`src/rtl/adder_seq32.sv`:
```
// Byte-serial NBYTES-wide adder: one shared 8-bit adder, least-significant byte first,
// with the inter-byte carry held in c_reg between cycles.

module adder_8bit (
  input  logic [7:0] a,
  input  logic [7:0] b,
  input  logic       ci,
  output logic [7:0] s,
  output logic       co
);
  logic [8:0] total;

  always_comb total = {1'b0, a} + {1'b0, b} + {8'd0, ci};

  assign s  = total[7:0];
  assign co = total[8];
endmodule

module adder_seq32 #(
  parameter int NBYTES = 4
) (
  input  logic                clk,
  input  logic                rst,
  input  logic                start,
  input  logic [8*NBYTES-1:0] a,
  input  logic [8*NBYTES-1:0] b,
  input  logic                ci,
  output logic                busy,
  output logic                done,
  output logic [8*NBYTES-1:0] sum,
  output logic                co
);
  localparam int W = 8 * NBYTES;

  localparam logic [1:0] ST_IDLE = 2'd0;
  localparam logic [1:0] ST_ADD  = 2'd1;
  localparam logic [1:0] ST_DONE = 2'd2;

  localparam logic [2:0] IDX_LAST = 3'(NBYTES - 1);

  logic [1:0]   state_q, state_d;
  logic [2:0]   idx_q, idx_d;
  logic [W-1:0] a_reg_q, a_reg_d;
  logic [W-1:0] b_reg_q, b_reg_d;
  logic         c_reg_q, c_reg_d;
  logic [W-1:0] sum_q, sum_d;
  logic         co_q, co_d;

  logic         in_add;
  logic         accept;
  logic         last_byte;
  logic [7:0]   op_a, op_b;
  logic [7:0]   byte_s;
  logic         byte_co;

  // Byte lanes padded to 8 entries so the 3-bit idx always selects a defined lane.
  logic [7:0]   a_byte [8];
  logic [7:0]   b_byte [8];

  for (genvar gi = 0; gi < 8; gi++) begin : g_lane
    if (gi < NBYTES) begin : g_used
      assign a_byte[gi] = a_reg_q[8*gi +: 8];
      assign b_byte[gi] = b_reg_q[8*gi +: 8];
    end else begin : g_unused
      assign a_byte[gi] = 8'h00;
      assign b_byte[gi] = 8'h00;
    end
  end

  assign op_a = a_byte[idx_q];
  assign op_b = b_byte[idx_q];

  adder_8bit u_adder (
    .a  (op_a),
    .b  (op_b),
    .ci (c_reg_q),
    .s  (byte_s),
    .co (byte_co)
  );

  assign in_add    = (state_q == ST_ADD);
  assign accept    = start && ((state_q == ST_IDLE) || (state_q == ST_DONE));
  assign last_byte = (idx_q == IDX_LAST);

  // Each result byte is cleared on acceptance and written only in its own ADD cycle.
  for (genvar gi = 0; gi < NBYTES; gi++) begin : g_sum
    assign sum_d[8*gi +: 8] = accept                         ? 8'h00  :
                              (in_add && idx_q == 3'(gi))    ? byte_s :
                                                               sum_q[8*gi +: 8];
  end

  always_comb begin
    state_d = state_q;
    idx_d   = idx_q;
    a_reg_d = a_reg_q;
    b_reg_d = b_reg_q;
    c_reg_d = c_reg_q;
    co_d    = co_q;

    case (state_q)
      ST_IDLE, ST_DONE: begin
        if (accept) begin
          a_reg_d = a;
          b_reg_d = b;
          c_reg_d = ci;
          idx_d   = 3'd0;
          co_d    = 1'b0;
          state_d = ST_ADD;
        end else begin
          state_d = ST_IDLE;
        end
      end
      ST_ADD: begin
        c_reg_d = byte_co;
        if (last_byte) begin
          co_d    = byte_co;
          state_d = ST_DONE;
        end else begin
          idx_d = idx_q + 3'd1;
        end
      end
      default: state_d = ST_IDLE;
    endcase
  end

  always_ff @(posedge clk) begin
    if (rst) begin
      state_q <= ST_IDLE;
      idx_q   <= 3'd0;
      a_reg_q <= '0;
      b_reg_q <= '0;
      c_reg_q <= 1'b0;
      sum_q   <= '0;
      co_q    <= 1'b0;
    end else begin
      state_q <= state_d;
      idx_q   <= idx_d;
      a_reg_q <= a_reg_d;
      b_reg_q <= b_reg_d;
      c_reg_q <= c_reg_d;
      sum_q   <= sum_d;
      co_q    <= co_d;
    end
  end

  assign busy = in_add;
  assign done = (state_q == ST_DONE);
  assign sum  = sum_q;
  assign co   = co_q;
endmodule
```
`config.mk`:
```
export PLATFORM = sky130hd
export DESIGN_NAME = adder_seq32
export DESIGN_NICKNAME = d
export VERILOG_FILES = /design/src/rtl/adder_seq32.sv
export SDC_FILE = /design/constraint.sdc
export NUM_CORES = 1
export LEC_CHECK = 0
export ABC_AREA = 1
export ABC_CLOCK_PERIOD_IN_PS = 7800
export CAP_MARGIN = 20
export CORE_MARGIN = 3
export CORE_UTILIZATION = 55
export CTS_BUF_LIST = sky130_fd_sc_hd__clkbuf_4
export CTS_CLUSTER_DIAMETER = 120
export DETAILED_ROUTE_END_ITERATION = 12
export GPL_TIMING_DRIVEN = 0
export PLACE_DENSITY_LB_ADDON = 0.12
export SYNTH_ARGS = -nofsm -noshare
export SYNTH_HDL_FRONTEND = slang
export SYNTH_SLANG_ARGS = --single-unit
```
`constraint.sdc`:
```
create_clock -name clk -period 7.8 [get_ports clk]
set_clock_uncertainty 0.1 [all_clocks]
set_input_delay 2.34 -clock clk [delete_from_list [all_inputs] [get_ports clk]]
set_output_delay 2.34 -clock clk [all_outputs]
set_load 0.02 [all_outputs]
```
==> run summary, run 1 <==
The number of H-tree levels is 3. For the worst-skew pair, the clock arrives at the later sink with an insertion delay of 0.46 ns. The logs give 4386 for the via count of the first global-routing pass and 2 for the buffer depth of the longest clock path. The final worst-path cycle share was 54.4%; the setup TNS was 0 ns. The most critical setup path has its endpoint at busy. In this run the static leakage power is 2.70 nW.

Across all layers, the routed design uses 4763 vias. The floorplan step set the die width to 99.9 um. Leaving out fill and tap cells, the most frequent cells in the layout are 235 x sky130_fd_sc_hd__nor2_1, 103 x sky130_fd_sc_hd__dfxtp_1, 101 x sky130_fd_sc_hd__clkdlybuf4s50_1. After clock tree synthesis, the setup repair step added 0 buffers. The arrival time of the worst setup path came out at 1.81 ns. At the pin with the least slew margin, the transition time is 0.526 ns. Counting the buffers created by CTS gives 9. Vertical die dimension: 99.9 um.

Counting flops and latches in the post-synthesis netlist gives 103. The run gives 0 as the number of hold violations in the final report. Hold repair after CTS inserted 0 buffers. Cells with a size suffix above 1 make up 8.73% of the layout.

The kind of critical path is reg2out. The logs give 103 for the count of clock tree sinks and 0.919 for the placer's final routability congestion estimate. The critical path data required time came out at 5.36 ns. The run gives 35 as the count of distinct cell types in the synthesized netlist. In this run the tool buffered the top-level ports with 101 buffer cells.

For this run, the top clock speed supported by timing is 235 MHz. The worst slew margin relative to its limit came out at 65.0%. The number of resized instances in the post-cts repair step was 0; the number of enable-type register cells in the synthesized netlist was 0. After floorplanning, the core was divided into 33 placement rows.

The highest ir drop seen on vdd was 0.105 mV; the total chip power was 1.21 mW. The number of antenna repair diodes is 0. In this run the worst hold path is classified as reg2reg.

After technology mapping, the gate count stands at 673. Clock tree synthesis selected as its root buffer the cell sky130_fd_sc_hd__clkbuf_4. Relative to the synthesized area, the layout overhead comes to 26.7%. Total power density per cell area: 197 mW/mm2. Counting flops with an async set or reset pin after synthesis yields a share of 0%. The initial utilization of the core area, before any placement, comes to 57.8%. STA classifies the critical path startpoint as a flop. For the final count of pins violating max slew, the log shows 0. The number of design-rule violations left by the first detailed-router iteration was 442; the total of max-cap violations was 0. Capturing element type of the critical path: a primary output.

In this run the most critical hold path is launched from sum[25]. Entering global routing, the biggest net connects 20 pins. The worst register-to-register path has a depth of 15. The mean post-synth cell area is 7.20 um2. The tools report the total overflow reported by the global router as 0.

The initial antenna violation count was 0; the minimum clock period was 4.25 ns. The floorplan step defined a core boundary enclosing 0.00838 mm2. Residual antenna-violating net count after detailed routing: 0. Global routing used 25.6% of the available tracks.

Sequential cells were found to cover 42.6% of the synthesized design area. For this design the top-level I/O count stands at 103. After clock tree synthesis, the clock-pin slew on the worst setup and hold paths is 0.16 ns. The run gives 9510 um as the sum of net half-perimeters after detailed placement. TritonCTS built the clock tree. The reg2reg setup slack is 4.61 ns, and the average via count per standard cell is 5.32.

Among all flip-flop cells after synthesis, the most frequent one is sky130_fd_sc_hd__dfxtp_1. Of all nets on the critical path, the largest fanout is 7. In this run the worst setup path begins at state_q[0]. The net count of the finished layout is 867. The cell area after technology mapping came out at 0.00484 mm2. The number of iterations in the first detailed-routing pass is 5. The routed design has 12600 um of wire.

The run gives 20500 um as the wire length of the first global-routing pass. Setup violations remaining at the end of the flow were counted as 0. The routed wirelength normalized by instance count was 14.1 um; the area of the die was 0.00997 mm2. In this run the critical register-to-register path is launched from idx_q[1]. The number of synthesis warnings was 0. Setup repair after global routing left no endpoint under its margin.

Leaving out fill and tap cells, the most frequent cell in the layout is sky130_fd_sc_hd__nor2_1. The number of nets in the synthesized netlist was 755; the remaining design rule violation count was 0. The tools report the destination of the worst register-to-register timing path as sum[6]. The flow ran to the end, and the final reports show no timing, DRC or antenna violations.
-- critical path, stage by stage, from the launching register on --
cell	delay, ns
sky130_fd_sc_hd__dfxtp_1	0.47
sky130_fd_sc_hd__nand2_4	0.16
sky130_fd_sc_hd__inv_6	0.12
sky130_fd_sc_hd__clkdlybuf4s50_1	0.60
-- final cells by class --
type                       count  area, um2
clock buffer                   9       67.6
clock inverter                 7       85.1
buffer                        40        280
fill                         691       2240
multi-input combinational    484       2310
timing repair buffer         101       1010
inverter                      46        190
sequential                   103       2060
tap                          105        131
-- synth_stat cells, types with 2 or more instances --
cell type / count / area share, %
sky130_fd_sc_hd__nand3_1: 22 / 2.3
sky130_fd_sc_hd__clkbuf_1: 11 / 0.85
sky130_fd_sc_hd__o21ai_1: 15 / 1.5
sky130_fd_sc_hd__a21oi_2: 2 / 0.36
sky130_fd_sc_hd__o211ai_1: 2 / 0.31
sky130_fd_sc_hd__inv_2: 6 / 0.46
sky130_fd_sc_hd__dfxtp_1: 103 / 43
sky130_fd_sc_hd__inv_1: 38 / 2.9
sky130_fd_sc_hd__o21ai_0: 95 / 9.8
sky130_fd_sc_hd__a21oi_1: 29 / 3.0
sky130_fd_sc_hd__fa_1: 2 / 0.83
sky130_fd_sc_hd__nand2_1: 47 / 3.6
sky130_fd_sc_hd__nand2_2: 2 / 0.26
sky130_fd_sc_hd__buf_4: 2 / 0.31
sky130_fd_sc_hd__nor2_2: 2 / 0.26
sky130_fd_sc_hd__o211ai_2: 2 / 0.52
sky130_fd_sc_hd__buf_6: 12 / 2.8
sky130_fd_sc_hd__o21a_1: 4 / 0.62
sky130_fd_sc_hd__nor2_1: 235 / 18
sky130_fd_sc_hd__ha_1: 12 / 3.1
sky130_fd_sc_hd__nor2_4: 4 / 0.93
sky130_fd_sc_hd__buf_2: 13 / 1.3
-- worst min path at each step --
stage | endpoint | slack [ns] | cells after the start
final | sum[25] | 0.40 | 2
after floorplan | b_reg_q[10] | 0.36 | 2
after global placement | b_reg_q[10] | 0.38 | 2
after detailed placement | b_reg_q[9] | 0.38 | 2
after global routing | sum[24] | 0.43 | 2
after CTS | sum[25] | 0.40 | 2
-- per-layer routing --
metal  share of wire [%]  wire length, um  global-route usage (%)
met5                   0                0                       0
met4                 2.0              249                    8.72
met3                 9.1             1150                    4.38
met2                  45             5690                    40.4
met1                  44             5500                    35.6
-- where the power goes --
group / internal [mW] / switching, mW / total (mW)
Sequential: 0.563 / 0.0208 / 0.583
Clock: 0.105 / 0.189 / 0.294
Combinational: 0.131 / 0.200 / 0.332
Total: 0.799 / 0.410 / 1.21
-- through the flow --
| stage | util [%] | instance area, um2 | hold WS [ns] | std cells | worst slack (ns) |
|---|---|---|---|---|---|
| 2_1_floorplan | - | 4840 | 0.357 | 673 | 4.55 |
| 4_1_cts | 73.2 | 6140 | 0.403 | 895 | 3.54 |
| 6_report | 73.2 | 6140 | 0.400 | 895 | 3.55 |
| 5_1_grt | 73.2 | 6140 | 0.428 | 895 | 3.47 |
| 3_5_place_dp | 71.4 | 5990 | 0.378 | 879 | 3.91 |
| 3_3_place_gp | 71.4 | 5990 | 0.376 | 879 | 3.97 |
-- state kept, by name (all words and copies together) (netlist names) --
register	cells
a_reg_q	32
b_reg_q	32
c_reg_q	1
co	1
idx_q	3
state_q	2
sum	32
-- logic make-up after synthesis --
group	count (synthesis)	synth area share [%]
buffers and inverters	86	9.71
AND/OR/NAND/NOR	317	26.9
flip-flops	103	42.6
AO/OA/AOI/OAI	151	16.5
adder cells (fa/ha/maj)	14	3.93
XOR/XNOR	2	0.362
Power figures use the tool's default switching activity.
==> inputs of run 2 (changes only) <==
ABC_CLOCK_PERIOD_IN_PS = 3700   (was 7800)
CORE_UTILIZATION = 48   (was 55)
clock period = 3.7 ns   (was 7.8 ns; I/O delays follow)
==> run summary, run 2 (synthesis results as in run 1) <==
The flow ran to the end, and the final reports show no timing, DRC or antenna violations. For the initial core utilization, the log shows 49.6% (-8.2 points). The design area is 0.00617 mm2 (+0.47%).

In this run the most critical hold path is launched from sum[24]. The run gives 0 (unchanged) as the total of max-cap violations. The number of top-level design ports came out at 103 (unchanged). The highest ir drop seen on vdd was 0.251 mV (+140%); the number of resized instances in the post-cts repair step was 0 (unchanged). The highest fanout seen on the critical path is 10 (+3). For the count of clock tree sinks, the log shows 103 (unchanged). The fraction of layout instances using a drive strength above 1 is 8.61% (-0.13 points), and the CTS buffer count is 9 (unchanged). The via count of the first global-routing pass was 4497 (+2.5%). The via total after detailed routing is 4699 (-1.3%), and the final worst-path cycle share is 88.6%. Number of hold violations in the final report: 0 (unchanged). The maximum achievable frequency was 305 MHz. The clock root buffer was sky130_fd_sc_hd__clkbuf_4. The number of core rows came out at 36 (+9.1%). The number of iterations in the first detailed-routing pass came out at 4 (-1). Setup repair after global routing left no endpoint under its margin. The sum of routed wire length over all layers came out at 13100 um (+3.9%). The cell area after placement came out at 0.00602 mm2 (+0.59%). The library cell used most frequently in the layout, excluding fill and tap cells, is sky130_fd_sc_hd__nor2_1. For the area of the die, the log shows 0.0113 mm2 (+14%). The pre-CTS worst setup slack was 0.544 ns (-3.37 ns). For the worst slew margin relative to its limit, the log shows 63.9% (-1.0 points). The slew at the pin closest to its max-slew limit is 0.537 ns (+0.0118 ns).

The average via count per standard cell was 5.09 (-4.3%). In this run the worst setup path begins at idx_q[0]. The remaining design rule violation count is 0 (unchanged). The routed wirelength normalized by instance count was 14.2 um (+0.76%); the residual antenna-violating net count after detailed routing was 0 (unchanged).

The vertical die dimension is 106 um (+6.6%), and the count of endpoints failing setup in the final report is 0 (unchanged). The sum of net half-perimeters after detailed placement is 10200 um (+6.9%). STA classifies the critical path startpoint as a flop.

Number of antenna repair diodes: 0 (unchanged). The worst setup path is captured at a flop. The startpoint identified for the worst register-to-register timing path is idx_q[0].

The tools report the net count of the finished layout as 867 (unchanged). The buffer depth of the longest clock path is 2 (unchanged), and the die width is 106 um (+6.6%). The critical path is of the reg2reg type. The total power density per cell area was 413 mW/mm2 (+110%); the number of buffer cells added on primary ports was 101 (unchanged). The clock-pin slew of the registers on the worst-case setup and hold paths works out to 0.17 ns (about the same).

The placer's final routability congestion estimate is 0.935 (+1.7%). Subtracting the final worst setup slack from the clock period gives 3.28 ns. The aggregate global-route resource usage is 23.0% (-2.6 points). TritonCTS built the clock tree. The number of setup buffers added after CTS was 0 (unchanged).

Maximum number of pins on one net before global-route repair: 19 (-5.0%). The logs give 0.00977 mm2 (+17%) for the area of the core and 0 (unchanged) for the total overflow reported by the global router. The tools report the number of H-tree levels as 3 (unchanged). For the worst slack on hold paths, the log shows 0.399 ns (-0.0000960 ns). The area growth from synthesis to layout is 27.3%. The logs give 20800 um (+1.3%) for the wire length of the first global-routing pass and 0 (unchanged) for the number of buffers inserted for hold repair after clock tree synthesis. For the total of fill cells in the finished design, the log shows 936 (+35%). The tools report the setup TNS as 0 ns (unchanged).

The critical path data required time came out at 3.96 ns (-1.40 ns). The source-to-sink clock delay at the later pin of the worst-skew pair was 0.45 ns (about the same); the final count of pins violating max slew was 0 (unchanged). The area of combinational cells with multiple inputs was 0.00231 mm2 (unchanged). Leaving out fill and tap cells, the most frequent cells in the layout are 235 x sky130_fd_sc_hd__nor2_1, 103 x sky130_fd_sc_hd__dfxtp_1, 101 x sky130_fd_sc_hd__clkdlybuf4s50_1. The sequential cell area came out at 0.00206 mm2 (unchanged). The arrival time of the worst setup path came out at 3.54 ns (+1.73 ns). For the worst-case setup margin in the final layout, the log shows 0.422 ns (-3.13 ns). The initial antenna violation count was 0 (unchanged). The min-delay analysis places its worst path in the category reg2reg. The cell leakage power is 2.70 nW (-0.26%), and the number of design-rule violations left by the first detailed-router iteration is 231 (-48%).
## run 2: cell types whose count changed in the layout (fill, tap and decap cells not counted), sizes merged
cell,delta
clkinvlp,+1
inv,-1
## run 2: critical path: stages, from the launching register on
cell and delay, ns:
sky130_fd_sc_hd__dfxtp_1 0.44, sky130_fd_sc_hd__buf_2 0.20, sky130_fd_sc_hd__inv_1 0.11, sky130_fd_sc_hd__buf_1 0.23
sky130_fd_sc_hd__o21ai_0 0.30, sky130_fd_sc_hd__a21oi_1 0.16, sky130_fd_sc_hd__fa_1 0.47, sky130_fd_sc_hd__fa_1 0.42
sky130_fd_sc_hd__nand3_1 0.12, sky130_fd_sc_hd__nand2_1 0.08, sky130_fd_sc_hd__nand2_1 0.12, sky130_fd_sc_hd__nand2_1 0.06
sky130_fd_sc_hd__nand2_1 0.17, sky130_fd_sc_hd__nand3_1 0.10, sky130_fd_sc_hd__nand2_1 0.07, sky130_fd_sc_hd__inv_1 0.03
## run 2: stage by stage
stage | power, mW | utilization (%) | instances
2_1_floorplan | 1.69 | - | 673
3_3_place_gp | 1.94 | 61.6 | 907
3_5_place_dp | 1.95 | 61.6 | 907
4_1_cts | 2.55 | 63.1 | 923
5_1_grt | 2.69 | 63.1 | 923
6_report | 2.55 | 63.1 | 923
## run 2: cell type report
| type | instances | area share (%) |
|---|---|---|
| inverters | 46 | 3.08 |
| clock buffers | 9 | 1.10 |
| well taps | 133 | 2.70 |
| clock inverters | 7 | 1.28 |
| multi-input cells | 484 | 37.5 |
| flip-flops and latches | 103 | 33.4 |
| plain buffers | 40 | 4.54 |
| repair buffers | 101 | 16.4 |
## run 2: worst paths after layout
| kind | cells after the start | slack [ns] | to |
|---|---|---|---|
| setup / recovery | 15 | 0.42 | sum[14] |
| hold / removal | 2 | 0.40 | sum[24] |
| setup reg to reg | 15 | 0.42 | sum[14] |
| hold reg to reg | 2 | 0.40 | sum[24] |
## run 2: where the power goes
| part | switching (mW) | leakage (nW) | internal, mW |
|---|---|---|---|
| logic | 0.429 | 1.77 | 0.276 |
| clock network | 0.396 | 0.0765 | 0.215 |
| registers | 0.0451 | 0.847 | 1.19 |
| total | 0.870 | 2.70 | 1.68 |
## run 2: routing by layer
| metal | share of wire, % | up-vias | GRT usage [%] |
|---|---|---|---|
| li1 | - | 2379 | - |
| met1 | 44 | 2155 | 29.0 |
| met2 | 49 | 148 | 41.0 |
| met3 | 5.7 | 17 | 3.34 |
| met4 | 1.5 | 0 | 6.48 |
| met5 | 0 | - | 0 |
==> inputs of run 3 (changes only) <==
ABC_CLOCK_PERIOD_IN_PS = unset   (was 3700)
GPL_TIMING_DRIVEN = unset   (was 0)
==> run summary, run 3 (synthesis results as in run 1) <==
The highest ir drop seen on vdd came out at 0.174 mV (-31%). The share of power burned in combinational logic was 27.0% (-0.7 points). The routed wirelength normalized by instance count was 13.4 um (-5.6%); the initial antenna violation count was 0 (unchanged). The number of resized instances in the post-cts repair step came out at 0 (unchanged).

The power spent charging and discharging nets was 815 uW (-6.3%). The minimum clock period was 3.01 ns (-0.270 ns); the number of top-level design ports was 103 (unchanged). The logs give 4272 (-5.0%) for the via count of the first global-routing pass and 0 ns (unchanged) for the setup TNS. The start of the worst register-to-register path was idx_q[1].

The number of H-tree levels is 3 (unchanged), and the clock-pin slew of the registers on the worst-case setup and hold paths is 0.15 ns (-0.02 ns). The initial core utilization was 49.6% (unchanged); the worst slew margin relative to its limit was 59.5% (-4.4 points). The fraction of layout instances using a drive strength above 1 was 6.19% (-2.4 points).

The sort of element at the start of the critical path was a flop. The count of endpoints failing setup in the final report is 0 (unchanged). The tools report the capture endpoint of the worst hold path as sum[24].

The run gives 0 (unchanged) as the number of hold violations in the final report. The run finished with clean final reports. The leading cell type in the layout, fill and taps excluded is sky130_fd_sc_hd__nor2_1. The area of combinational cells with multiple inputs is 0.00231 mm2 (unchanged).

The number of design-rule violations left by the first detailed-router iteration is 193 (-16%). The tools report the final count of pins violating max slew as 0 (unchanged). The number of buffer cells added on primary ports works out to 102 (+0.99%). Capturing element type of the critical path: a primary output. The number of core rows was 36 (unchanged). Final core utilization: 60.9% (-2.2 points). The area growth from synthesis to layout is 22.8%. The maximum number of pins on one net before global-route repair came out at 67 (+48). The endpoint identified for the worst register-to-register timing path is sum[6].

The switching part of the total power was 33.2% (-0.96 points); the arrival time of the worst setup path was 1.80 ns (-1.74 ns). Vertical die dimension: 106 um (unchanged). The logs give 837 (-3.5%) for the net count of the finished layout and 50.1% (+1.8 points) for the part of the power in registers.

The area of the core was 0.00977 mm2 (unchanged). The run gives 11900 um (-8.8%) as the sum of routed wire length over all layers. Critical hold path startpoint: sum[24]. The run gives 0 (unchanged) as the remaining design rule violation count. Worst hold path cell count: 2 (unchanged). The residual antenna-violating net count after detailed routing is 0 (unchanged), and the total power density per cell area is 413 mW/mm2 (about the same). The library cells used most frequently in the layout, excluding fill and tap cells, are 235 x sky130_fd_sc_hd__nor2_1, 103 x sky130_fd_sc_hd__dfxtp_1, 102 x sky130_fd_sc_hd__clkdlybuf4s50_1.

The count of clock tree sinks is 103 (unchanged). For the placer's final routability congestion estimate, the log shows 0.864 (-7.5%). Setup repair after global routing left no endpoint under its margin. The wire length of the first global-routing pass is 19700 um (-5.3%). TritonCTS built the clock tree.

The worst slack on hold paths is 0.392 ns (-0.00781 ns). The cell leakage power is 2.57 nW (-4.6%). The aggregate global-route resource usage is 21.4% (-1.6 points), and the number of iterations in the first detailed-routing pass is 5 (+1). The number of buffers inserted for hold repair after clock tree synthesis was 0 (unchanged); the clock group share of total power was 23.0% (-1.0 points).

In this run the worst hold path is classified as reg2reg. Kind of critical path: reg2out. The highest fanout seen on the critical path was 7 (-3). The logs give 0 (unchanged) for the number of antenna repair diodes and 2.46 mW (-3.6%) for the total chip power.

The slew at the pin closest to its max-slew limit was 0.603 ns (+0.0657 ns); the buffer depth of the longest clock path was 2 (unchanged). The source-to-sink clock delay at the later pin of the worst-skew pair is 0.45 ns (about the same). The total of fill cells in the finished design is 943 (+0.75%).

The logs give 0 (unchanged) for the total overflow reported by the global router and 0.0113 mm2 (unchanged) for the area of the die. The average via count per standard cell is 5.08 (-0.29%). For the via total after detailed routing, the log shows 4528 (-3.6%).

The number of setup buffers added after CTS came out at 0 (unchanged). Clock root buffer: sky130_fd_sc_hd__clkbuf_4. The maximum achievable frequency was 333 MHz (+9.0%); the die width was 106 um (unchanged). The final worst-path cycle share is 81.3% (-7.3 points), and the reg2reg setup slack is 0.76 ns (+0.34 ns). The sequential cell area was 0.00206 mm2 (unchanged); the sum of net half-perimeters after detailed placement was 8510 um (-16%). The critical path data required time is 2.49 ns (-1.47 ns). The total of max-cap violations is 0 (unchanged).

For the cell-internal power, the log shows 1.64 mW (-2.2%). The number of cell instances on the worst register-to-register path works out to 14 (-1). The CTS buffer count is 9 (unchanged).
-- run 3: cell type report --
cell class,count,area share (%)
timing repair buffer,111,18.3
sequential,103,34.7
inverter,46,3.20
multi-input combinational,484,38.9
clock buffer,9,1.14
clock inverter,6,1.05
tap,133,2.80
-- run 3: worst max-delay path: stages (launching register included) --
cell	delay [ns]
sky130_fd_sc_hd__dfxtp_1	0.46
sky130_fd_sc_hd__nand2_4	0.16
sky130_fd_sc_hd__inv_6	0.12
sky130_fd_sc_hd__clkdlybuf4s50_1	0.60
-- run 3: per-stage QoR --
stage          setup WS [ns]  cell area, um2  std cells
2_1_floorplan           1.09            4840        673
3_3_place_gp           0.805            5820        877
3_5_place_dp           0.745            5820        877
4_1_cts                0.657            5950        892
5_1_grt                0.488            5950        892
6_report               0.693            5950        892
-- run 3: power by group through the flow --
stage	Clock (mW)	Sequential [mW]	Combinational, mW
CTS	0.578	1.23	0.664
global placement	0	1.25	0.651
floorplan	0	1.25	0.441
detailed placement	0	1.25	0.660
global route	0.616	1.24	0.750
finish	0.565	1.23	0.662
-- run 3: layer usage --
layer,global-route usage (%),up-vias,wire [um]
li1,-,2315,-
met1,28.7,2077,5580
met4,9.22,0,274
met3,3.46,25,567
met5,0,-,0
met2,34.2,111,5510
-- run 3: how the worst max path moves through the flow --
stage | start | end | slack (ns) | cells after the start
floorplan | idx_q[1] | sum[30] | 1.09 | 15
global placement | start | idx_q[2] | 0.81 | 8
detailed placement | start | idx_q[2] | 0.75 | 8
CTS | state_q[0] | busy | 0.66 | 3
global route | idx_q[1] | sum[27] | 0.49 | 11
finish | state_q[0] | busy | 0.69 | 3
